File: src/rtl/reg_file_pkg.sv
// Shared defaults and address type for the register file.
package reg_file_pkg;
    localparam int ELEM_WIDTH_DEF = 32;
    localparam int NUM_REGS_DEF   = 32;
    localparam int ADDR_W_DEF     = $clog2(NUM_REGS_DEF);

    typedef logic [ADDR_W_DEF-1:0] addr_t;
endpackage

File: src/rtl/reg_file_register.sv
// Single storage entry: loads d_i when en_i, resets asynchronously to RESET_VALUE.
module register #(
    parameter int                 WIDTH       = 32,
    parameter logic [WIDTH-1:0]   RESET_VALUE = '0
) (
    input  logic             clk_i,
    input  logic             arst_ni,
    input  logic             en_i,
    input  logic [WIDTH-1:0] d_i,
    output logic [WIDTH-1:0] q_o
);
    always_ff @(posedge clk_i or negedge arst_ni) begin
        if (!arst_ni)  q_o <= RESET_VALUE;
        else if (en_i) q_o <= d_i;
    end
endmodule

File: src/rtl/reg_file.sv
// 1W/2R register file with registered reads; entry 0 is hardwired to RESET_VALUE.
// Define REG_FILE_BYPASS_EN to forward same-edge write data to a colliding read.
module reg_file
    import reg_file_pkg::*;
#(
    parameter int                      ELEM_WIDTH  = ELEM_WIDTH_DEF,
    parameter int                      NUM_REGS    = NUM_REGS_DEF,
    parameter logic [ELEM_WIDTH-1:0]   RESET_VALUE = '0
) (
    input  logic                        clk_i,
    input  logic                        arst_ni,
    input  logic                        we_i,
    input  logic [$clog2(NUM_REGS)-1:0] waddr_i,
    input  logic [ELEM_WIDTH-1:0]       wdata_i,
    input  logic                        re_a_i,
    input  logic                        re_b_i,
    input  logic [$clog2(NUM_REGS)-1:0] raddr_a_i,
    input  logic [$clog2(NUM_REGS)-1:0] raddr_b_i,
    output logic [ELEM_WIDTH-1:0]       rdata_a_o,
    output logic [ELEM_WIDTH-1:0]       rdata_b_o,
    output logic                        rvalid_a_o,
    output logic                        rvalid_b_o
);
    localparam int ADDR_W = $clog2(NUM_REGS);

    logic [ELEM_WIDTH-1:0]      mem [NUM_REGS];
    logic [1:0]                 re;
    logic [1:0][ADDR_W-1:0]     raddr;

    assign re    = {re_b_i, re_a_i};
    assign raddr = {raddr_b_i, raddr_a_i};

    // Entry 0 has no storage; it is a constant.
    assign mem[0] = RESET_VALUE;

    for (genvar i = 1; i < NUM_REGS; i++) begin : g_entry
        register #(
            .WIDTH       (ELEM_WIDTH),
            .RESET_VALUE (RESET_VALUE)
        ) u_reg (
            .clk_i   (clk_i),
            .arst_ni (arst_ni),
            .en_i    (we_i && (waddr_i == ADDR_W'(i))),
            .d_i     (wdata_i),
            .q_o     (mem[i])
        );
    end

    for (genvar p = 0; p < 2; p++) begin : g_port
        logic                  hit;
        logic [ELEM_WIDTH-1:0] rd_q;
        logic                  vld_q;

`ifdef REG_FILE_BYPASS_EN
        assign hit = we_i && (raddr[p] == waddr_i) && (waddr_i != '0);
`else
        assign hit = 1'b0;
`endif

        always_ff @(posedge clk_i or negedge arst_ni) begin
            if (!arst_ni) begin
                rd_q  <= RESET_VALUE;
                vld_q <= 1'b0;
            end else begin
                vld_q <= re[p];
                if (re[p]) rd_q <= hit ? wdata_i : mem[raddr[p]];
            end
        end
    end

    assign rdata_a_o  = g_port[0].rd_q;
    assign rdata_b_o  = g_port[1].rd_q;
    assign rvalid_a_o = g_port[0].vld_q;
    assign rvalid_b_o = g_port[1].vld_q;
endmodule

File: config.mk
export PLATFORM = sky130hd
export DESIGN_NAME = reg_file
export DESIGN_NICKNAME = d
export VERILOG_FILES = /design/src/rtl/reg_file_pkg.sv /design/src/rtl/reg_file_register.sv /design/src/rtl/reg_file.sv
export SDC_FILE = /design/constraint.sdc
export NUM_CORES = 2
export LEC_CHECK = 0
export BUFFER_PORTS_ARGS = -buffer_cell sky130_fd_sc_hd__buf_2
export CAP_MARGIN = 15
export CORE_ASPECT_RATIO = 1.2
export CORE_MARGIN = 10
export CORE_UTILIZATION = 55
export DETAILED_ROUTE_END_ITERATION = 10
export PLACE_DENSITY = 0.71
export SLEW_MARGIN = 30
export SYNTH_ARGS = -nofsm -noshare
export SYNTH_HDL_FRONTEND = slang
export SYNTH_SLANG_ARGS = --single-unit
File: constraint.sdc
create_clock -name clk_i -period 4.2 [get_ports clk_i]
set_input_delay 0.21 -clock clk_i [delete_from_list [all_inputs] [get_ports clk_i]]
set_output_delay 0.21 -clock clk_i [all_outputs]
set_load 0.01 [all_outputs]
# After elaboration in Yosys (flattened, before gate mapping)
# Index checks and enable logic that the tools add are counted.
word_totals:
  reg_bits: 1058
  inputBits: 52
  output_inout_bits: 66
  word_cells: 107
op_classes:
  order_cmp: 2
  n_eq_ne: 31
  n_mux: 6
  bitwise_logic: 2
  n_reduce_logical: 31
ops:
  columns: ["operator", "count"]
  rows:
  - ["$bmux 32 s5", 2]
  - ["$mux 32", 4]
  - ["$eq 5x5->1 const B", 16]
  - ["$eq 5x4->1 const B", 8]
  - ["$logic_and 1x1->1", 31]
  - ["$eq 5x3->1 const B", 4]
  - ["$ge 6x6->1 const B", 2]
  - ["$not 5->6", 2]
  - ["$eq 5x2->1 const B", 2]
  - ["$eq 5x1->1 const B", 1]

# Longest topological paths before layout
logic_depth:
  word_depth: 4
  depth_mapped: 9
  depth_no_buf: 5

# Hierarchy
# From an unflattened synthesis, not the netlist that was laid out.
unflattened:
  hier_cells: 3589
  hier_area_um2: 60255.3
by_module_without_submodules:
  columns: ["mod", "n_inst", "cells_each", "area_each_um2"]
  rows:
  - ["register", 31, 68, 1345.0]
  - ["reg_file", 1, 1481, 18559.0]

# Worst setup path before layout
# Ideal clock, no wire load.
synth_path:
  path_kind: "input-to-reg"
  from: "in raddr_a_i[0]"
  to: "reg g_port[0].rd_q[25] (netlist: rdata_a_o[25])"
  setup_time_ns: 0.132
  t_arrival_ns: 2.022
  required_ns: 4.068
  path_slack_ns: 2.046
  stages: 9
  n_path_buf: 4
  cell_sequence: "buf_2 -> buf_2 -> buf_4 -> buf_2 -> mux2_1 -> a221oi_1 -> o22ai_1 -> a22oi_1 -> o21ai_1"
synth_between:
  elab_chain_len: 4
synth_rtl:
  columns: ["element", "line_no", "source"]
  rows:
  - ["start: declaration", "reg_file.sv:17", "input logic [$clog2(NUM_REGS)-1:0] raddr_a_i,"]
  - ["$not 5->6 (implied by the code)", "reg_file.sv:66", "if (re[p]) rd_q <= hit ? wdata_i : mem[raddr[p]];"]
  - ["$bmux 32 s5", "reg_file.sv:66", null]
  - ["$mux 32 (implied by the code) (2 in series)", "reg_file.sv:66", null]
  - ["end signal: assignment", "reg_file.sv:66", null]
  - ["end: declaration", "reg_file.sv:51", "logic [ELEM_WIDTH-1:0] rd_q;"]
# No other way between the ends. The select of a mux whose other input is x is not followed.
# A chain may end at the register's enable or synchronous reset.

==> flow_metrics.env <==
export IMPL_cts_num_sinks=1058
export IMPL_firstDrtPassIters=6
export IMPL_setup_viol=0
export IMPL_top_layer_used="met5"
export IMPL_root_buffer="clkbuf_16"
export IMPL_dieWidth_um=309
export IMPL_grt_max_degree=124
export IMPL_yosysTopAreaCell="dfrtp_1"
export IMPL_overflow=0
export IMPL_coreArea_mm2=0.0998
export IMPL_total_power_mw=29.9
export IMPL_antenna_found_initial=18
export IMPL_place_port_buffers=117
export IMPL_timing_fmax_mhz=407
export IMPL_crit_path_end_kind="flip-flop"
export IMPL_layout_drive_gt1_share_pct=53.4
export IMPL_slowest_stage="a2111oi_0"
export IMPL_clock_power_share_pct=34.4
export IMPL_leakagePower_nw=26.3
export IMPL_synth_edf_count=0
export IMPL_grt_pass1_vias=37700
export IMPL_p_sw_mw=8.08
export IMPL_pwr_share_seq_pct=45.7
export IMPL_critPathTopFamily="buffers and inverters"
export IMPL_htree_levels=3
export IMPL_status="finished clean"
export IMPL_path_cells="dlygate4sd3_1, buf_4, nand2b_2, buf_4, a2111oi_0, a311o_1"
export IMPL_rsz0062_at_grt="false"
export IMPL_maxCapViolCount=0
export IMPL_hp_start="wdata_i[27]"
export IMPL_worst_ep_required_time_ns=4.83
export IMPL_area_growth_pct=10.5
export IMPL_placed_cells=4759
export IMPL_startpoint_type="input port"
export IMPL_num_vias=35500
export IMPL_wl_met1_mm=66.6
export IMPL_combPwrFrac_pct=19.9
export IMPL_grt_pass1_wl_mm=253
export IMPL_drtIter0Drc=3803
export IMPL_reg2reg_slack_ns=1.86
export IMPL_hold_ws_ns=0.136
export IMPL_hold_viol_final=0
export IMPL_ant_nets=0
export IMPL_holdPathStages=2
export IMPL_synth_area_leaders="dfrtp_1 48%, mux2_2 21%, mux4_2 19%, clkbuf_1 1.7%, mux2i_1 1.4%"
export IMPL_fillers=7308
export IMPL_fin_cells=4970
export IMPL_clk_path_buf_depth=3
export IMPL_ioPinCount=118
export IMPL_clk_pin_slew_ns=0.06
export IMPL_fin_nets=3634
export IMPL_row_count=127
export IMPL_grt_usage_pct=30.0
export IMPL_max_stage_delay_ns=0.78
export IMPL_cts_inserted_buffers=107
export IMPL_fin_skew_ns=0.0323
export IMPL_worstMarginPinSlew_ns=1.03
export IMPL_clk_latency_ns=0.70
export IMPL_wl_per_cell_um=34.2
export IMPL_dp_hpwl_mm=101
export IMPL_p_int_mw=21.8
export IMPL_cts_tree="done"
export IMPL_yosys_warnings=0
export IMPL_post_cts_buffers=0
export IMPL_synth_avg_cell_area_um2=15.2
export IMPL_crit_reg2reg_capture="rdata_a_o[16]$_DFFE_PN0P_"
export IMPL_viasPerCell=7.15
export IMPL_ys_ff_latch=1058
export IMPL_syn_nets=3685
export IMPL_hold_buffers=3
export IMPL_dr_wl_met3_mm=16.6
export IMPL_crit_fanout=24
export IMPL_fin_setup_tns_ns=0
export IMPL_synth_cell_area_mm2=0.0552
export IMPL_crit_type="input port to flip-flop"
export IMPL_reg2reg_from="g_entry[27].u_reg.q_o[16]$_DFFE_PN0P_"
export IMPL_finalCritPeriodShare_pct=58.5
export IMPL_maxSlewHeadroom_pct=31.3
export IMPL_r2r_cells=4
export IMPL_cts_resized=0
export IMPL_drv_slew=0
export IMPL_holdPathEnd="g_entry[17].u_reg.q_o[27]$_DFFE_PN0P_"
export IMPL_die_y_um=367
export IMPL_cp_arrival_ns=3.09
export IMPL_critPathBufInv=3
export IMPL_crit_top_cell="buf_4"
export IMPL_wl_mm=170
export IMPL_initial_core_util_pct=55.3
export IMPL_worstHoldPathType="input port to flip-flop"
export IMPL_yosysSeqAreaShare_pct=48.0
export IMPL_switching_share_pct=27.0
export IMPL_peakVddDrop_mv=0.336
export IMPL_yosysTopAreaCellShare_pct=48.0
export IMPL_layout_common_cells="1058 x dfrtp_1, 1037 x mux2_2, 465 x mux4_2"
export IMPL_power_density_mw_per_mm2=491
export IMPL_dr_wl_met2_mm=78.7
export IMPL_synthCells=3633
export IMPL_final_common_cell="dfrtp_1"
export IMPL_period_needed_ns=2.46
export IMPL_dieArea_mm2=0.113
export IMPL_ys_flop_type="dfrtp_1"
export IMPL_synth_async_reset_ratio_pct=100
export IMPL_gp_congestion=0.863
export IMPL_drcViolationCount=0
export IMPL_synth_distinct_cells=41
## power by group through the flow
| stage | clock network, mW | logic (mW) | registers, mW |
|---|---|---|---|
| after floorplan | 0 | 4.48 | 13.3 |
| after global placement | 0 | 5.68 | 13.5 |
| after detailed placement | 0 | 5.92 | 13.8 |
| after CTS | 10.4 | 5.95 | 13.6 |
| after global routing | 10.8 | 6.34 | 13.9 |
| final | 10.3 | 5.95 | 13.7 |
## per-layer routing
layer	up-vias	GRT usage (%)
met1	19200	40.5
met2	1842	46.1
met4	14	13.0
met5	-	0
li1	14000	-
met3	462	7.21
## synthesized netlist by cell type (32+ instances only)
master	count
a221oi_1	75
a31oi_1	32
buf_1	68
buf_2	52
clkbuf_1	250
dfrtp_1	1058
inv_1	40
mux2_1	52
mux2_2	1037
mux2i_1	76
mux4_2	465
nand2_1	42
nor2_1	80
nor2b_1	41
## worst max-delay path by stage
stage	to	slack, ns	start	cells past startpoint
detailed placement	rdata_b_o[6]$_DFFE_PN0P_	1.17	raddr_b_i[3]	7
CTS	rdata_b_o[20]$_DFFE_PN0P_	1.77	re_b_i	6
global route	rdata_b_o[28]$_DFFE_PN0P_	1.70	re_b_i	6
floorplan	rdata_a_o[25]$_DFFE_PN0P_	2.05	raddr_a_i[0]	9
global placement	rdata_b_o[19]$_DFFE_PN0P_	1.20	raddr_b_i[0]	6
finish	rdata_b_o[20]$_DFFE_PN0P_	1.74	re_b_i	6
## flip-flops by register name, summed over array words and instances, names as in the netlist
name and cells:
g_entry.u_reg.q_o 992, rvalid_a_o 1, rvalid_b_o 1, rdata_b_o 32, rdata_a_o 32
## logic make-up after synthesis
family                 count (synthesis)  synth area share (%)
muxes                               1630                  42.6
DFF                                 1058                  48.0
buffers and inverters                438                  3.35
AOI/OAI and AO/OA                    316                  4.49
and+or+nand+nor                      191                  1.61
## through the flow
| stage | worst slack [ns] | util (%) | cell area [um^2] |
|---|---|---|---|
| 3_5_place_dp | 1.17 | 57.2 | 57100 |
| 4_1_cts | 1.77 | 61.0 | 60900 |
| 2_1_floorplan | 2.05 | - | 55200 |
| 3_3_place_gp | 1.20 | 57.2 | 57100 |
| 5_1_grt | 1.70 | 61.1 | 60900 |
| 6_report | 1.74 | 61.1 | 61000 |
## cell type report
cell class / count / area (um^2) / share of cell area, %
Tap cell: 1290 / 1610 / 2.65
Sequential cell: 1058 / 26500 / 43.4
Antenna cell: 7 / 17.5 / 0.0287
Multi-Input combinational cell: 2137 / 27100 / 44.4
Clock buffer: 148 / 3060 / 5.02
Inverter: 42 / 159 / 0.261
Clock inverter: 52 / 712 / 1.17
Timing Repair Buffer: 236 / 1870 / 3.07
Power figures use the tool's default switching activity.
